### config.mk
export PLATFORM = sky130hd
export DESIGN_NAME = wb_cmd_initiator
export DESIGN_NICKNAME = d
export VERILOG_FILES = /design/src/rtl/wb_cmd_initiator_pkg.sv /design/src/rtl/wb_ack_timeout.sv /design/src/rtl/wb_cmd_initiator.sv
export SDC_FILE = /design/constraint.sdc
export NUM_CORES = 1
export LEC_CHECK = 0
export CAP_MARGIN = 40
export CORE_MARGIN = 2
export CORE_UTILIZATION = 44
export CTS_BUF_LIST = sky130_fd_sc_hd__clkbuf_8
export CTS_CLUSTER_SIZE = 8
export DETAILED_ROUTE_END_ITERATION = 6
export GPL_ROUTABILITY_DRIVEN = 0
export PLACE_DENSITY = 0.94
export SYNTH_ARGS = -nofsm -noshare
export SYNTH_HDL_FRONTEND = slang
export SYNTH_SLANG_ARGS = --single-unit
### constraint.sdc
create_clock -name WBs_CLK_i -period 5.2 [get_ports WBs_CLK_i]
set_clock_uncertainty 0.2 [all_clocks]
set_input_delay 1.3 -clock WBs_CLK_i [delete_from_list [all_inputs] [get_ports WBs_CLK_i]]
set_output_delay 1.3 -clock WBs_CLK_i [all_outputs]
set_load 0.05 [all_outputs]
### src/rtl/wb_cmd_initiator_pkg.sv
// Shared types and defaults for the Wishbone command initiator.
// Holds FSM state encoding, bus width defaults and the error read value.
package wb_cmd_initiator_pkg;

    localparam int DEF_ADDRWIDTH = 17;
    localparam int DEF_DATAWIDTH = 32;

    // Returned on reads that never see an ACK; also used by the aggregation block
    localparam logic [31:0] DEFAULT_READ_VALUE = 32'hBAD_FAB_AC;

    typedef enum logic [1:0] {
        ST_IDLE = 2'd0,
        ST_BUS  = 2'd1,
        ST_RESP = 2'd2
    } wb_state_t;

endpackage

### src/rtl/wb_ack_timeout.sv
// ACK-wait counter: clears, counts enabled cycles, flags the final cycle.
// Ports: clk, rst (async high), clear, enable, expire (count == LIMIT-1).
module wb_ack_timeout #(
    parameter int TIMEOUT_WIDTH  = 8,
    parameter int TIMEOUT_CYCLES = 255
) (
    input  logic clk,
    input  logic rst,
    input  logic clear,
    input  logic enable,
    output logic expire
);

    localparam logic [TIMEOUT_WIDTH-1:0] LAST =
        TIMEOUT_WIDTH'(TIMEOUT_CYCLES - 1);

    logic [TIMEOUT_WIDTH-1:0] count;

    // expire marks the last permitted wait cycle, so the owner aborts
    // on the edge that closes cycle number TIMEOUT_CYCLES
    assign expire = (count == LAST);

    always_ff @(posedge clk or posedge rst) begin
        if (rst) begin
            count <= '0;
        end else if (clear) begin
            count <= '0;
        end else if (enable && !expire) begin
            count <= count + TIMEOUT_WIDTH'(1);
        end
    end

endmodule

### src/rtl/wb_cmd_initiator.sv
// Wishbone initiator: one single-word bus cycle per valid/ready command,
// one response per command, with an ACK timeout so a hung responder
// cannot stall it.
// Ports: WBs_CLK_i/WBs_RST_i clock and async high reset;
//   cmd_* command channel (valid/ready, we, adr, be, dat);
//   rsp_* response channel (valid/ready, dat, err);
//   WBs_* Wishbone bus signals; busy_o high whenever not idle.
module wb_cmd_initiator
    import wb_cmd_initiator_pkg::*;
#(
    parameter int ADDRWIDTH      = DEF_ADDRWIDTH,
    parameter int DATAWIDTH      = DEF_DATAWIDTH,
    parameter int TIMEOUT_WIDTH  = 8,
    parameter int TIMEOUT_CYCLES = 255,
    parameter logic [DATAWIDTH-1:0] ERR_READ_VALUE = DEFAULT_READ_VALUE
) (
    input  logic                   WBs_CLK_i,
    input  logic                   WBs_RST_i,
    input  logic                   cmd_valid_i,
    output logic                   cmd_ready_o,
    input  logic                   cmd_we_i,
    input  logic [ADDRWIDTH-1:0]   cmd_adr_i,
    input  logic [DATAWIDTH/8-1:0] cmd_be_i,
    input  logic [DATAWIDTH-1:0]   cmd_dat_i,
    output logic                   rsp_valid_o,
    input  logic                   rsp_ready_i,
    output logic [DATAWIDTH-1:0]   rsp_dat_o,
    output logic                   rsp_err_o,
    output logic [ADDRWIDTH-1:0]   WBs_ADR_o,
    output logic                   WBs_CYC_o,
    output logic                   WBs_STB_o,
    output logic                   WBs_WE_o,
    output logic                   WBs_RD_o,
    output logic [DATAWIDTH/8-1:0] WBs_BYTE_STB_o,
    output logic [DATAWIDTH-1:0]   WBs_WR_DAT_o,
    input  logic [DATAWIDTH-1:0]   WBs_RD_DAT_i,
    input  logic                   WBs_ACK_i,
    output logic                   busy_o
);

    wb_state_t state;
    logic      tmo_clear;
    logic      tmo_enable;
    logic      tmo_expire;

    // Counter sits at zero outside BUS, so it is clear on entry
    assign tmo_clear  = (state != ST_BUS);
    assign tmo_enable = (state == ST_BUS) && !WBs_ACK_i;

    wb_ack_timeout #(
        .TIMEOUT_WIDTH  (TIMEOUT_WIDTH),
        .TIMEOUT_CYCLES (TIMEOUT_CYCLES)
    ) u_timeout (
        .clk    (WBs_CLK_i),
        .rst    (WBs_RST_i),
        .clear  (tmo_clear),
        .enable (tmo_enable),
        .expire (tmo_expire)
    );

    always_ff @(posedge WBs_CLK_i or posedge WBs_RST_i) begin
        if (WBs_RST_i) begin
            state          <= ST_IDLE;
            cmd_ready_o    <= 1'b0;
            rsp_valid_o    <= 1'b0;
            rsp_dat_o      <= '0;
            rsp_err_o      <= 1'b0;
            WBs_ADR_o      <= '0;
            WBs_CYC_o      <= 1'b0;
            WBs_STB_o      <= 1'b0;
            WBs_WE_o       <= 1'b0;
            WBs_RD_o       <= 1'b0;
            WBs_BYTE_STB_o <= '0;
            WBs_WR_DAT_o   <= '0;
            busy_o         <= 1'b0;
        end else begin
            case (state)
                ST_IDLE: begin
                    if (cmd_ready_o && cmd_valid_i) begin
                        state          <= ST_BUS;
                        cmd_ready_o    <= 1'b0;
                        busy_o         <= 1'b1;
                        WBs_CYC_o      <= 1'b1;
                        WBs_STB_o      <= 1'b1;
                        WBs_WE_o       <= cmd_we_i;
                        WBs_RD_o       <= ~cmd_we_i;
                        WBs_ADR_o      <= {cmd_adr_i[ADDRWIDTH-1:2], 2'b00};
                        WBs_BYTE_STB_o <= cmd_be_i;
                        WBs_WR_DAT_o   <= cmd_dat_i;
                    end else begin
                        cmd_ready_o <= 1'b1;
                    end
                end
                ST_BUS: begin
                    // ACK is tested first so a late ACK beats the timeout
                    if (WBs_ACK_i) begin
                        state       <= ST_RESP;
                        WBs_CYC_o   <= 1'b0;
                        WBs_STB_o   <= 1'b0;
                        WBs_WE_o    <= 1'b0;
                        WBs_RD_o    <= 1'b0;
                        rsp_dat_o   <= WBs_WE_o ? '0 : WBs_RD_DAT_i;
                        rsp_err_o   <= 1'b0;
                        rsp_valid_o <= 1'b1;
                    end else if (tmo_expire) begin
                        state       <= ST_RESP;
                        WBs_CYC_o   <= 1'b0;
                        WBs_STB_o   <= 1'b0;
                        WBs_WE_o    <= 1'b0;
                        WBs_RD_o    <= 1'b0;
                        rsp_dat_o   <= ERR_READ_VALUE;
                        rsp_err_o   <= 1'b1;
                        rsp_valid_o <= 1'b1;
                    end
                end
                ST_RESP: begin
                    if (rsp_ready_i) begin
                        state       <= ST_IDLE;
                        rsp_valid_o <= 1'b0;
                        busy_o      <= 1'b0;
                        cmd_ready_o <= 1'b1;
                    end
                end
                default: begin
                    state <= ST_IDLE;
                end
            endcase
        end
    end

endmodule

Yosys cells after proc, flatten, opt, wreduce, memory -nomap -nowiden:

Cells that the tools add are included.

* bits in registers: 100
* bits of input ports: 91
* output and inout bits: 93
* word-level logic and storage cells: 67

* add/sub/neg operators: 1
* equal/unequal tests: 7
* muxes and demuxes: 27
* bitwise operators: 1
* reduce and logical (&&, ||, !) cells: 18

Operator list (count)
* $mux 32: 3
* $mux 8: 2
* $pmux 1 s2: 6
* $reduce_and 3->1: 4
* $mux 1: 11
* $reduce_bool 2->1: 5
* $add 8x1->8 const B: 1
* $eq 8x8->1 const B: 1
* $mux 2: 4
* $pmux 2 s3: 1
* $reduce_and 2->1: 3
* $ne 2x2->1 const B: 2
* $logic_and 1x1->1: 3
* $ne 3x2->1 const B: 1
* $eq 2x1->1 const B: 1
* $eq 2x2->1 const B: 1
* $logic_not 1->1: 2
* $logic_not 2->1: 1
* $ne 2x1->1 const B: 1
* $not 1->1: 1

Longest topological paths before layout:

* word-level depth: 5
* depth in mapped cells: 6

Hierarchy:

From an unflattened synthesis, not the netlist that was laid out.

* cell total of the unflattened synthesis: 319
* area, all modules: 4204.0 um^2

Modules (own cells, without submodules)
* wb_cmd_initiator: times used 1, cells an instance 267, area each 3714.8 um^2
* wb_ack_timeout: times used 1, cells an instance 52, area each 489.2 um^2

Worst setup path before layout:

OpenSTA, ideal clock, no wires.

* path kind: in2reg
* start point: in WBs_ACK_i
* end point: reg u_timeout.count[5]
* setup time: 0.125 ns
* arrival: 2.156 ns
* data required time: 4.875 ns
* slack: 2.719 ns
* stages on the path: 4
* path buffers: 1
* cells stage by stage: buf_2 -> and4b_1 -> o2111ai_1 -> mux2_2

* cells in the longest elaborated chain, start to end: 4

Ends and longest elaborated chain
* from (decl): line wb_cmd_initiator.sv:37 `input logic WBs_ACK_i,`
* $logic_not 1->1: line wb_cmd_initiator.sv:48 `assign tmo_enable = (state == ST_BUS) && !WBs_ACK_i;`
* $logic_and 1x1->1: line wb_cmd_initiator.sv:48
* $logic_and 1x1->1: line wb_ack_timeout.sv:28 `end else if (enable && !expire) begin`
* $reduce_bool 2->1 (no line)
* to (signal assigned): line wb_ack_timeout.sv:29 `count <= count + TIMEOUT_WIDTH'(1);`
* to (decl): line wb_ack_timeout.sv:17 `logic [TIMEOUT_WIDTH-1:0] count;`

Every way passes these cells.
A chain may end at the register's enable or synchronous reset.

Worst setup path in the final report:

* start point: reg WBs_WE_o
* end point: out WBs_WE_o

RTL lines
* from (decl): line wb_cmd_initiator.sv:32 `output logic WBs_WE_o,`
* from (signal assigned): line wb_cmd_initiator.sv:85 `WBs_WE_o <= cmd_we_i;`

No word-level cell between the ends.

==> impl_metrics.toml <==
[clock_network]
clockBufferDepth = 2
h-tree-depth = 3
root_buffer = "clkbuf_8"
post-cts-setup-buffer-count = 0
clk_latency_ps = 360
cts_tree = "done"
post_cts_resized = 0
numCtsBuffers = 9
ctsHoldBuffers = 0
path_clk_slew_ps = 90
cts_sinks = 100

[critical_path]
arrival_ps = 2260
critPathMaxFanout = 25
cp_data_required_time_ps = 3700
critPathLaunchType = "register"
slowest_stage = "clkdlybuf4s50_1"
endpoint_kind = "primary output"
r2r_cells = 3
startpoint = "WBs_WE_o$_DFFE_PP0P_"
path_buf_inv = 1
r2r_slack_ps = 2810
crit_end = "WBs_WE_o"
path_depth = 1
critPathMaxStageDelay_ps = 950
crit_chain = "clkdlybuf4s50_1"
crit_type = "register to primary output"
reg2reg_from = "state[0]$_DFFE_PP0P_"
cp_top_family = "buffers and inverters"
r2r-end = "WBs_WR_DAT_o[29]$_DFFE_PP0P_"

[final_layout]
fin_cells = 658
drive_gt1_share_pct = 14.5
antenna_cells = 0
num-nets-final = 613
area_growth_pct = 47.8

[timing]
rsz0062_at_grt = "false"
final-setup-viol-count = 0
min_period_ps = 3760
worstMarginPinSlew_ps = 900
fmax_ghz = 0.266
finalHoldViolCount = 0
finalMaxSlewViolations = 0
relSlewSlack_pct = 40.0
fin_crit_sh_pct = 72.3
fin_tns_setup_ps = 0

[synth]
yosysWarnings = 0
yosysMostFrequentCell = "dfrtp_1"
synth_cells = 349
ys_ff_latch = 100
netlist.area_leader.share_pct = 58.2
synth_sequential_area_ratio_pct = 58.2
synth_cell_type_count = 39
synth_top_family_by_area = "multiplexers"
yosysTopAreaCell = "dfrtp_1"
syn_avg_cell_area_um2 = 12.3
synthesis.area_mm2 = 0.00430
synth-async-reset-ratio_pct = 100
muxShareOfSynthArea_pct = 14.3
synth_ff_type = "dfrtp_1"
synth_fa_ha_area_share_pct = 0.582
synth-edff-count = 0
synthTopCellsByCount = "100 x dfrtp_1, 64 x o21ai_0, 52 x mux2_2, 23 x nor2b_1, 11 x and2_1"
synth-simple-area-share_pct = 8.47
synthTopCellsByArea = "dfrtp_1 58%, mux2_2 14%, o21ai_0 7.4%, nor2b_1 3.3%, a221o_1 2.3%"
synth-xor-area-share_pct = 0
synth_compound_area_share_pct = 14.1

[floorplanning]
die_w_um = 103
ios = 184
fp.dieH_um = 103
die_area_mm2 = 0.0106
start_util_pct = 44.6
core-area_mm2 = 0.00964
row_count = 36

[grt]
grt_pass1_vias = 3484
grt_pass1_wl_um = 17500
grt_usage_pct = 21.6
grt_overflow = 0
grt_max_degree = 39
antenna_found_initial = 0

[drt]
totalWireLength_um = 11600
first_iter_violations = 151
route.detailed.drc = 0
wl_per_cell_um = 17.6
dr.pass1.iters = 7
drt-vias-per-instance = 5.20
dr_total_vias = 3421
detail-route-antenna-nets = 0

[power]
max-vdd-ir-drop_mv = 0.465
leakagePower_uw = 0.00256
power_density_mw_per_mm2 = 732

[place]
hpwl_um = 8580
post-place-cells = 642
io_buffer_count = 179

[status]
status = "complete, no violations"

[min_path]
hp-class = "register to register"
min_from = "busy_o$_DFFE_PP0P_"

[job]
max_cap_violations = 0
[how the worst min path moves through the flow]
stage | to | cells past startpoint
3_5_place_dp | busy_o$_DFFE_PP0P_ | 1
6_report | busy_o$_DFFE_PP0P_ | 1
5_1_grt | busy_o$_DFFE_PP0P_ | 1
2_1_floorplan | u_timeout.count[4]$_DFFE_PP0P_ | 1
4_1_cts | busy_o$_DFFE_PP0P_ | 1
3_3_place_gp | busy_o$_DFFE_PP0P_ | 1
[registers in the layout (all words and copies together) (netlist names)]
register,flops
WBs_WR_DAT_o,32
rsp_dat_o,32
WBs_ADR_o,15
u_timeout.count,8
WBs_BYTE_STB_o,4
state,2
WBs_RD_o,1
WBs_STB_o,1
WBs_WE_o,1
busy_o,1
cmd_ready_o,1
rsp_err_o,1
rsp_valid_o,1
[cell usage in the layout, fill, tap and decap left out, types with 2 or more instances in the layout]
cell	synthesis	routed
a221o_1	10	10
a21o_1	3	3
nand2_1	6	6
o21ai_1	3	3
o21ai_0	64	64
nand3b_1	3	3
nand2b_1	2	2
a31oi_1	4	4
mux2_2	52	52
and2_1	11	11
clkbuf_8	0	9
clkdlybuf4s50_1	0	179
and4b_1	2	2
mux2i_1	3	3
a21oi_1	7	7
inv_1	7	8
ha_1	2	2
buf_4	3	3
nand3_1	2	2
nor2_1	4	4
o21bai_1	2	2
conb_1	1	2
nor2b_1	23	22
dfrtp_1	100	100
[final cells by class]
class | count | area, um^2
clock buffer | 9 | 124
sequential | 100 | 2500
multi-input combinational | 218 | 1620
fill | 757 | 3280
inverter | 7 | 28.8
tap | 133 | 166
clock inverter | 7 | 67.6
timing repair buffer | 184 | 1850
[layer usage]
metal  global-route usage [%]  vias up  wire length (um)
met5                        0        -                 0
met4                     9.62        0               295
met3                     3.66       19               582
met2                     39.2      113              6340
met1                     25.2     1706              4360
li1                         -     1583                 -
[worst register-to-register path, delay by kind of cell, from the launching register on]
family / cells / cell delay [ps]
DFF: 1 / 450
buffers and inverters: 1 / 520
and+or+nand+nor: 1 / 690
muxes: 1 / 420
[per-stage QoR]
stage	instance area (um^2)	hold slack (ps)	utilization, %	worst slack, ps	total power, uW
after floorplan	4300	300	-	1080	3230
after global placement	6130	263	63.6	1640	4080
after detailed placement	6170	280	64.0	1570	4190
after CTS	6360	298	66.0	1440	4680
after global routing	6360	319	66.0	1340	4870
final	6360	291	66.0	1440	4650
[logic make-up after synthesis]
family,Yosys count
AOI/OAI and AO/OA,100
DFF,100
and+or+nand+nor,59
muxes,55
buffers and inverters,32
adders and majority gates,2
other,1
[power breakdown]
group	leakage [uW]	internal [uW]	switching [uW]	total, uW
clock network	0.000102	221	268	490
logic	0.00128	1010	1780	2790
registers	0.00118	1140	234	1370
total	0.00256	2370	2280	4650
Power figures use the tool's default switching activity.
